**src/rtl/spi_pkg.sv**
```systemverilog
// Shared types and constants for the SPI slave front end.
// Latency: n/a (types only).
// Backpressure: n/a (types only).
package spi_pkg;

    localparam int CMD_W  = 10;
    localparam int DATA_W = 8;

    // Opcodes carried in rx_data[9:8]; the RAM decodes them, the slave only forwards
    localparam logic [1:0] OP_WR_ADDR = 2'b00;
    localparam logic [1:0] OP_WR_DATA = 2'b01;
    localparam logic [1:0] OP_RD_ADDR = 2'b10;
    localparam logic [1:0] OP_RD_DATA = 2'b11;

    typedef enum logic [2:0] {
        IDLE      = 3'd0,
        CHK_CMD   = 3'd1,
        WRITE     = 3'd2,
        READ_ADD  = 3'd3,
        READ_DATA = 3'd4
    } spi_state_e;

    // Extract the opcode field of a command word
    function automatic logic [1:0] cmd_opcode(input logic [CMD_W-1:0] w);
        return w[CMD_W-1 -: 2];
    endfunction

endpackage

```
**src/rtl/spi_if.sv**
```systemverilog
// SPI pins plus the parallel RAM-side handshake of the SPI slave.
// Latency: none (wires only).
// Backpressure: none; rx_valid is a strobe, tx_valid a one-shot response.
interface spi_if;
    import spi_pkg::*;

    logic              SS_n;
    logic              MOSI;
    logic              MISO;
    logic [CMD_W-1:0]  rx_data;
    logic              rx_valid;
    logic [DATA_W-1:0] tx_data;
    logic              tx_valid;

    modport slave (
        input  SS_n,
        input  MOSI,
        output MISO,
        output rx_data,
        output rx_valid,
        input  tx_data,
        input  tx_valid
    );

    modport master (
        output SS_n,
        output MOSI,
        input  MISO,
        input  rx_data,
        input  rx_valid,
        output tx_data,
        output tx_valid
    );

endinterface

```
**src/rtl/spi_slave.sv**
```systemverilog
// SPI slave: deserialises 10-bit command words, serialises 8-bit RAM read data on MISO.
// Latency: rx_valid one cycle after the last MOSI bit; MISO bit 7 from the edge tx_valid is sampled.
// Backpressure: none; SS_n high aborts the frame, tx_valid is ignored outside the read-data wait.
module spi_slave
    import spi_pkg::*;
(
    input  logic   clk,
    input  logic   rst_n,
    spi_if.slave   bus
);

    spi_state_e        r_state;
    spi_state_e        w_next_state;

    logic [CMD_W-2:0]  r_shift;       // bits 9..1 of the word being received
    logic [3:0]        r_bit_cnt;     // 0..8 shifting bits 8..0, 9 = word done
    logic [CMD_W-1:0]  r_rx_data;
    logic              r_rx_valid;
    logic              r_rd_addr_seen;
    logic [DATA_W-2:0] r_out_shift;   // remaining read-data bits after bit 7
    logic [3:0]        r_out_cnt;     // 0 wait tx_valid, 1..7 shifting, 8 last bit out, 9 done
    logic              r_miso;
    logic              w_abort;

    // SS_n high in any active state terminates the frame on this edge
    assign w_abort = bus.SS_n && (r_state != IDLE);

    // State register
    always_ff @(posedge clk or negedge rst_n) begin
        if (!rst_n) begin
            r_state <= IDLE;
        end else begin
            r_state <= w_next_state;
        end
    end

    // Next-state decode; the first data bit picks write, read-address or read-data
    always_comb begin
        w_next_state = r_state;
        case (r_state)
            IDLE: begin
                if (!bus.SS_n) w_next_state = CHK_CMD;
            end
            CHK_CMD: begin
                if (bus.SS_n)           w_next_state = IDLE;
                else if (!bus.MOSI)     w_next_state = WRITE;
                else if (r_rd_addr_seen) w_next_state = READ_DATA;
                else                    w_next_state = READ_ADD;
            end
            WRITE, READ_ADD, READ_DATA: begin
                if (bus.SS_n) w_next_state = IDLE;
            end
            default: w_next_state = IDLE;
        endcase
    end

    // Datapath and registered outputs: word assembly, rx strobe, read-data serialiser
    always_ff @(posedge clk or negedge rst_n) begin
        if (!rst_n) begin
            r_shift        <= '0;
            r_bit_cnt      <= '0;
            r_rx_data      <= '0;
            r_rx_valid     <= 1'b0;
            r_rd_addr_seen <= 1'b0;
            r_out_shift    <= '0;
            r_out_cnt      <= '0;
            r_miso         <= 1'b0;
        end else begin
            r_rx_valid <= 1'b0;
            if (w_abort) begin
                r_shift     <= '0;
                r_bit_cnt   <= '0;
                r_out_shift <= '0;
                r_out_cnt   <= '0;
                r_miso      <= 1'b0;
                // Last read bit already on the wire: the read is complete
                if (r_state == READ_DATA && r_out_cnt == 4'd8) begin
                    r_rd_addr_seen <= 1'b0;
                end
            end else begin
                case (r_state)
                    CHK_CMD: begin
                        r_shift   <= {{(CMD_W-2){1'b0}}, bus.MOSI};
                        r_bit_cnt <= '0;
                        r_out_cnt <= '0;
                    end
                    WRITE, READ_ADD, READ_DATA: begin
                        if (r_bit_cnt < 4'd9) begin
                            r_shift   <= {r_shift[CMD_W-3:0], bus.MOSI};
                            r_bit_cnt <= r_bit_cnt + 4'd1;
                            if (r_bit_cnt == 4'd8) begin
                                r_rx_data  <= {r_shift, bus.MOSI};
                                r_rx_valid <= 1'b1;
                                if (r_state == READ_ADD) r_rd_addr_seen <= 1'b1;
                            end
                        end else if (r_state == READ_DATA) begin
                            if (r_out_cnt == 4'd0) begin
                                if (bus.tx_valid) begin
                                    r_miso      <= bus.tx_data[DATA_W-1];
                                    r_out_shift <= bus.tx_data[DATA_W-2:0];
                                    r_out_cnt   <= 4'd1;
                                end
                            end else if (r_out_cnt < 4'd8) begin
                                r_miso      <= r_out_shift[DATA_W-2];
                                r_out_shift <= {r_out_shift[DATA_W-3:0], 1'b0};
                                r_out_cnt   <= r_out_cnt + 4'd1;
                            end else if (r_out_cnt == 4'd8) begin
                                r_miso         <= 1'b0;
                                r_rd_addr_seen <= 1'b0;
                                r_out_cnt      <= 4'd9;
                            end
                        end
                    end
                    default: begin
                        r_miso <= 1'b0;
                    end
                endcase
            end
        end
    end

    assign bus.MISO     = r_miso;
    assign bus.rx_data  = r_rx_data;
    assign bus.rx_valid = r_rx_valid;

endmodule

```
**src/flat_wrapper.sv**
```systemverilog
// flat-port wrapper written by rule: the top's interface ports become plain ports
module spi_slave_flat import spi_pkg::*;
  (clk, rst_n, bus_SS_n, bus_MOSI, bus_MISO, bus_rx_data, bus_rx_valid, bus_tx_data, bus_tx_valid);
  spi_if bus_i ();
  input  logic clk;
  input  logic rst_n;
  input wire logic [$bits(bus_i.SS_n)-1:0] bus_SS_n;
  input wire logic [$bits(bus_i.MOSI)-1:0] bus_MOSI;
  output wire logic [$bits(bus_i.MISO)-1:0] bus_MISO;
  output wire logic [$bits(bus_i.rx_data)-1:0] bus_rx_data;
  output wire logic [$bits(bus_i.rx_valid)-1:0] bus_rx_valid;
  input wire logic [$bits(bus_i.tx_data)-1:0] bus_tx_data;
  input wire logic [$bits(bus_i.tx_valid)-1:0] bus_tx_valid;
  assign bus_i.SS_n = bus_SS_n;
  assign bus_i.MOSI = bus_MOSI;
  assign bus_MISO = bus_i.MISO;
  assign bus_rx_data = bus_i.rx_data;
  assign bus_rx_valid = bus_i.rx_valid;
  assign bus_i.tx_data = bus_tx_data;
  assign bus_i.tx_valid = bus_tx_valid;
  spi_slave u_core (.clk(clk), .rst_n(rst_n), .bus(bus_i));
endmodule
```
**config.mk**
```make
export PLATFORM = sky130hd
export DESIGN_NAME = spi_slave_flat
export DESIGN_NICKNAME = d
export VERILOG_FILES = /design/src/rtl/spi_pkg.sv /design/src/rtl/spi_if.sv /design/src/rtl/spi_slave.sv /design/src/flat_wrapper.sv
export SDC_FILE = /design/constraint.sdc
export NUM_CORES = 1
export LEC_CHECK = 0
export CORE_MARGIN = 5
export CORE_UTILIZATION = 35
export CTS_CLUSTER_DIAMETER = 100
export DETAILED_ROUTE_END_ITERATION = 12
export GPL_TIMING_DRIVEN = 1
export HOLD_SLACK_MARGIN = 0.05
export PLACE_DENSITY = 0.64
export SLEW_MARGIN = 20
export SYNTH_ARGS = -nofsm -noshare
export SYNTH_HDL_FRONTEND = slang
export SYNTH_SLANG_ARGS = --single-unit
```
**constraint.sdc**
```tcl
create_clock -name clk -period 2.2 [get_ports clk]
set_input_delay 0.22 -clock clk [delete_from_list [all_inputs] [get_ports clk]]
set_output_delay 0.22 -clock clk [all_outputs]
set_load 0.01 [all_outputs]
```
==> results of run 1 <==
-- cell usage in the layout, fill, tap and decap left out, drive strengths merged, types with 2 or more instances in the layout --
master	count
a211o	3
mux2	21
nand2b	4
a22o	9
dfrtp	40
nand3	5
ha	5
o41ai	2
clkdlybuf4s50	23
nor3	3
o21ai	8
nand2	10
a21oi	16
nor4b	2
mux2i	3
inv	10
and3	3
nor2	4
buf	14
clkbuf	7
o31ai	4
nor2b	2
a211oi	2
-- sequential cells by signal, indices dropped and copies added (netlist names) --
signal,count
u_core.bus.rx_data,10
u_core.r_out_cnt,4
u_core.r_out_shift,7
u_core.bus.MISO,1
u_core.r_state,3
u_core.r_shift,9
u_core.bus.rx_valid,1
u_core.r_rd_addr_seen,1
u_core.r_bit_cnt,4
-- power by group through the flow --
stage	combinational [mW]	clock [mW]	sequential (mW)
6_report	0.425	0.508	0.865
5_1_grt	0.477	0.562	0.879
4_1_cts	0.427	0.530	0.865
3_5_place_dp	0.424	0	0.879
3_3_place_gp	0.422	0	0.875
2_1_floorplan	0.287	0	0.867
-- layer usage --
metal  part of all wire [%]  track usage, %
met5                      0               0
met4                   0.83            3.82
met3                    3.2            3.14
met2                     47            19.5
met1                     49            17.7
-- kinds of logic (layout without fill, tap and decap cells) --
logic type,count (synthesis),count (layout),share of synthesized area [%]
flops,40,40,48.6
buf+inv,21,55,5.05
compound gates,55,55,19.9
fa+ha+maj,5,5,3.04
mux,24,24,12.9
simple gates,39,39,10.5
-- worst paths after layout --
path	startpoint	endpoint	slack [ns]
max in group asynchronous	rst_n	u_core.r_shift[2]$_DFFE_PN0P_	1.59
hold / removal	rst_n	u_core.bus.rx_data[7]$_DFFE_PN0P_	0.05
min in group clk	u_core.r_shift[8]$_DFFE_PN0P_	u_core.r_shift[8]$_DFFE_PN0P_	0.50
setup reg to reg	u_core.r_state[0]$_DFFE_PN0P_	u_core.r_out_shift[0]$_DFFE_PN0P_	0.20
hold reg to reg	u_core.r_shift[8]$_DFFE_PN0P_	u_core.r_shift[8]$_DFFE_PN0P_	0.50
setup / recovery	u_core.r_state[0]$_DFFE_PN0P_	u_core.r_out_shift[0]$_DFFE_PN0P_	0.20
-- metrics by stage --
stage | setup slack (ns) | util, % | total power [mW] | hold WS (ns) | instance area (µm²)
6_report | 0.196 | 43.2 | 1.80 | 0.0532 | 2510
5_1_grt | 0.0909 | 43.2 | 1.92 | 0.117 | 2510
4_1_cts | 0.193 | 43.2 | 1.82 | 0.0806 | 2510
3_5_place_dp | 0.214 | 41.6 | 1.30 | 0.407 | 2420
3_3_place_gp | 0.198 | 41.6 | 1.30 | 0.400 | 2420
2_1_floorplan | 0.229 | - | 1.15 | -0.0756 | 2060
-- final cells by class --
type                       count  area share, %
sequential                    40           39.8
clock buffer                   7           3.44
clock inverter                 1          0.299
timing repair buffer          37           13.2
inverter                      10           1.49
multi-input combinational    123           37.9
tap                           75           3.74
-- worst max-delay path, stage by stage (launching register included) --
cell and delay [ns]:
dfrtp_1 0.38, or3b_1 0.52, o21bai_4 0.25, o31ai_4 0.37
mux2_2 0.38
==> impl_metrics.yaml, run 1 <==
clock_tree:
  cts.sinks: 40
  clk_pin_slew_ns: 0.08
  cts_tree: "yes"
  clock_latency_ns: 0.29
  cts_setup_buffers: 0
  cts-root-buf: "clkbuf_8"
  h-tree-depth: 2
  post_cts_resized: 0
  hold_buffers: 0
  clockBufferDepth: 2
  cts_buffers: 5
synthesis:
  syn_avg_cell_area_um2: 11.2
  synth_edf_count: 0
  syn_area_mm2: 0.00206
  yosys-top-cells-count: "dfrtp_1, mux2_2, a21oi_1"
  yosys.area.top_type: "dfrtp_1"
  synthCells: 184
  ys_seq_elements: 40
  synth_most_common_cell: "dfrtp_1"
  async_flop_share_pct: 100
  ys_types: 45
  ys_seq_area_share_pct: 48.6
  synthTopCellsByArea: "dfrtp_1, mux2_2, a22o_1"
  syn_nets: 202
  synth_top_area_share_pct: 48.6
  synth_ff_type: "dfrtp_1"
  yosys_warnings: 0
power:
  pwr_density_cell_mw_per_mm2: 716
  seq_power_share_pct: 48.1
  p_leak_nw: 1.14
  p_switching_mw: 0.519
  peakVddDrop_mv: 0.382
  combPwrFrac_pct: 23.7
  power.internal_mw: 1.28
  pwr-share-clk_pct: 28.2
  switching_share_pct: 28.8
critical_path:
  required_ns: 2.38
  start_kind: "flop"
  end_kind: "flop"
  crit_fanout: 8
  criticalPathCategory: "reg2reg"
  arrival_ns: 2.19
  r2r_cells: 4
placed_design:
  dp_cells: 285
  hpwl_um: 3020
  numPortBuffers: 24
  routabilityCongestion: 0.871
finish:
  drive_gt1_share_pct: 23.4
  fillers: 586
  regArea_mm2: 0.00100
  n_antenna_cell: 0
  synthToLayoutAreaGrowth_pct: 22.1
  stdcell_count: 293
  multi_input_area_um2: 953
  layout.nets: 235
floorplanning:
  dieArea_mm2: 0.00751
  die_h_um: 86.7
  row_count: 28
  coreArea_mm2: 0.00582
  chipWidth_um: 86.7
  io_pins: 25
  initial_core_util_pct: 35.4
detailed_routing:
  wl_per_cell_um: 14.8
  drc: 0
  drt_iter0_drc: 92
  dr.pass1.iters: 4
  vias_per_cell: 5.17
  wl_um: 4340
  postRouteAntennaNets: 0
  num_vias: 1515
status:
  status: "completed"
sta:
  finalMaxSlewViolations: 0
  finalSetupViolations: 0
  fin_crit_ns: 2.00
  clock_skew_ns: 0.00566
  min_period_over_period_pct: 91.1
  worstMarginPinSlew_ns: 0.900
  final-hold-violation-count: 0
  max_freq_ghz: 0.499
  rsz0062_at_grt: "no"
  max-slew-margin-rel_pct: 40.0
  tns_ns: 0
grt:
  grt_max_degree: 41
  grt.total_usage_pct: 12.7
  grt_pass1_wl_um: 7610
  grt-ovfl-total: 0
  grt_pass1_vias: 1601
  grt_antenna_before_repair: 0
run:
  cap_violations: 0
hold_path:
  worstHoldPathType: "in2async"
Power figures use the tool's default switching activity.
==> run 2, diff against run 1 <==
Settings changed: CELL_PAD_IN_SITES_DETAIL_PLACEMENT set to 0, CELL_PAD_IN_SITES_GLOBAL_PLACEMENT set to 1, PLACE_DENSITY 0.64 to 0.75, SLEW_MARGIN 20 to 0, TNS_END_PERCENT set to 1.
==> impl_metrics.yaml, run 2 (synthesized netlist as in run 1, its figures left out) <==
power:
  seq_power_share_pct: 49.1
  peakVddDrop_mv: 0.361
  p_leak_nw: 1.14
  combPwrFrac_pct: 24.6
  switching_share_pct: 29.0
  power.internal_mw: 1.24
  p_switching_mw: 0.508
  pwr-share-clk_pct: 26.3
  pwr_density_cell_mw_per_mm2: 699
clock_tree:
  cts_tree: "yes"
  clockBufferDepth: 2
  post_cts_resized: 0
  h-tree-depth: 2
  cts.sinks: 40
  hold_buffers: 0
  clk_pin_slew_ns: 0.08
  cts_buffers: 5
  clock_latency_ns: 0.28
  cts-root-buf: "clkbuf_8"
  cts_setup_buffers: 0
detailed_routing:
  wl_um: 4240
  postRouteAntennaNets: 0
  drc: 0
  wl_per_cell_um: 14.5
  vias_per_cell: 5.26
  drt_iter0_drc: 118
  num_vias: 1541
  dr.pass1.iters: 4
sta:
  max-slew-margin-rel_pct: 38.9
  finalSetupViolations: 0
  timing.hold.ws_ns: 0.0714
  fin_crit_ns: 1.96
  clock_skew_ns: 0.00265
  tns_ns: 0
  final-hold-violation-count: 0
  max_freq_ghz: 0.510
  min_period_over_period_pct: 89.2
  worstMarginPinSlew_ns: 0.916
  rsz0062_at_grt: "no"
  finalMaxSlewViolations: 0
grt:
  grt_pass1_wl_um: 7350
  grt_max_degree: 41
  grt-ovfl-total: 0
  grt_antenna_before_repair: 0
  grt_pass1_vias: 1582
  grt.total_usage_pct: 12.1
floorplanning:
  initial_core_util_pct: 35.4
  io_pins: 25
  dieArea_mm2: 0.00751
  chipWidth_um: 86.7
  die_h_um: 86.7
  coreArea_mm2: 0.00582
  row_count: 28
critical_path:
  crit_fanout: 4
  cpMaxStageDelayCell: "dfrtp_1"
  criticalPathCategory: "reg2reg"
  required_ns: 2.37
  path_cells: "inv_1 -> ha_1 -> nor2b_1 -> a211o_1 -> o31ai_1 -> mux2_2"
  start_kind: "flop"
  max_stage_delay_ns: 0.39
  arrival_ns: 2.13
  end_kind: "flop"
finish:
  fillers: 586
  design_area_mm2: 0.00251
  final_common_cell: "dfrtp_1"
  largest_reg_flops: 10
  layout.nets: 236
  regArea_mm2: 0.00100
  n_antenna_cell: 0
  multi_input_area_um2: 953
  drive_gt1_share_pct: 23.9
  synthToLayoutAreaGrowth_pct: 21.8
  mostFrequentLayoutCells: "dfrtp_1, clkdlybuf4s50_1, mux2_2"
hold_path:
  worstHoldPathType: "in2async"
placed_design:
  numPortBuffers: 24
  routabilityCongestion: 0.789
  hpwl_um: 3050
  dpl_cell_area_mm2: 0.00243
run:
  cap_violations: 0
status:
  status: "completed"
## run 2: metal layers
| metal | GRT usage (%) | up-vias | wire length (µm) |
|---|---|---|---|
| met5 | 0 | - | 0 |
| met4 | 2.12 | 0 | 0 |
| met3 | 3.42 | 0 | 145 |
| met2 | 20.0 | 20 | 2060 |
| met1 | 16.1 | 785 | 2040 |
| li1 | - | 736 | - |
## run 2: metrics by stage
stage          power (mW)  setup slack [ns]  std cells  utilization (%)
2_1_floorplan        1.15             0.229        184                -
3_3_place_gp         1.31             0.245        286             41.7
4_1_cts              1.78             0.235        293             43.1
5_1_grt              1.88             0.115        293             43.1
3_5_place_dp         1.31             0.246        286             41.7
6_report             1.75             0.239        293             43.1
## run 2: worst max-delay path: cells and delay by family (launching register included)
| family | cells | cell delay (ns) |
|---|---|---|
| adder cells (fa/ha/maj) | 1 | 0.20 |
| multiplexers | 1 | 0.37 |
| AO/OA/AOI/OAI | 2 | 0.66 |
| AND/OR/NAND/NOR | 1 | 0.15 |
| buffers and inverters | 1 | 0.07 |
| flip-flops | 1 | 0.39 |
## run 2: path summary, 6_finish.rpt
path                                                       from                              end  slack (ns)  depth (start not counted)
worst max-delay path            u_core.r_bit_cnt[0]$_DFFE_PN0P_  u_core.r_out_cnt[0]$_DFFE_PN0P_        0.24                          6
worst min-delay path                                      rst_n    u_core.r_state[1]$_DFFE_PN0P_        0.07                          1
worst max register to register  u_core.r_bit_cnt[0]$_DFFE_PN0P_  u_core.r_out_cnt[0]$_DFFE_PN0P_        0.24                          6
worst min register to register    u_core.r_shift[8]$_DFFE_PN0P_    u_core.r_shift[8]$_DFFE_PN0P_        0.50                          1
max in group asynchronous                                 rst_n  u_core.r_bit_cnt[1]$_DFFE_PN0P_        1.56                          1
min in group clk                  u_core.r_shift[8]$_DFFE_PN0P_    u_core.r_shift[8]$_DFFE_PN0P_        0.50                          1
## run 2: power by group through the flow
stage / registers [mW] / clock network, mW / logic, mW
after floorplan: 0.867 / 0 / 0.287
after global placement: 0.873 / 0 / 0.433
after detailed placement: 0.877 / 0 / 0.434
after CTS: 0.862 / 0.480 / 0.436
after global routing: 0.872 / 0.526 / 0.480
final: 0.861 / 0.460 / 0.431
## run 2: area by class of cell
type,count,area share (%)
Tap cell,75,3.74
Timing Repair Buffer,38,13.6
Multi-Input combinational cell,123,38.0
Clock inverter,2,0.499
Clock buffer,5,2.74
Inverter,10,1.50
Sequential cell,40,39.9
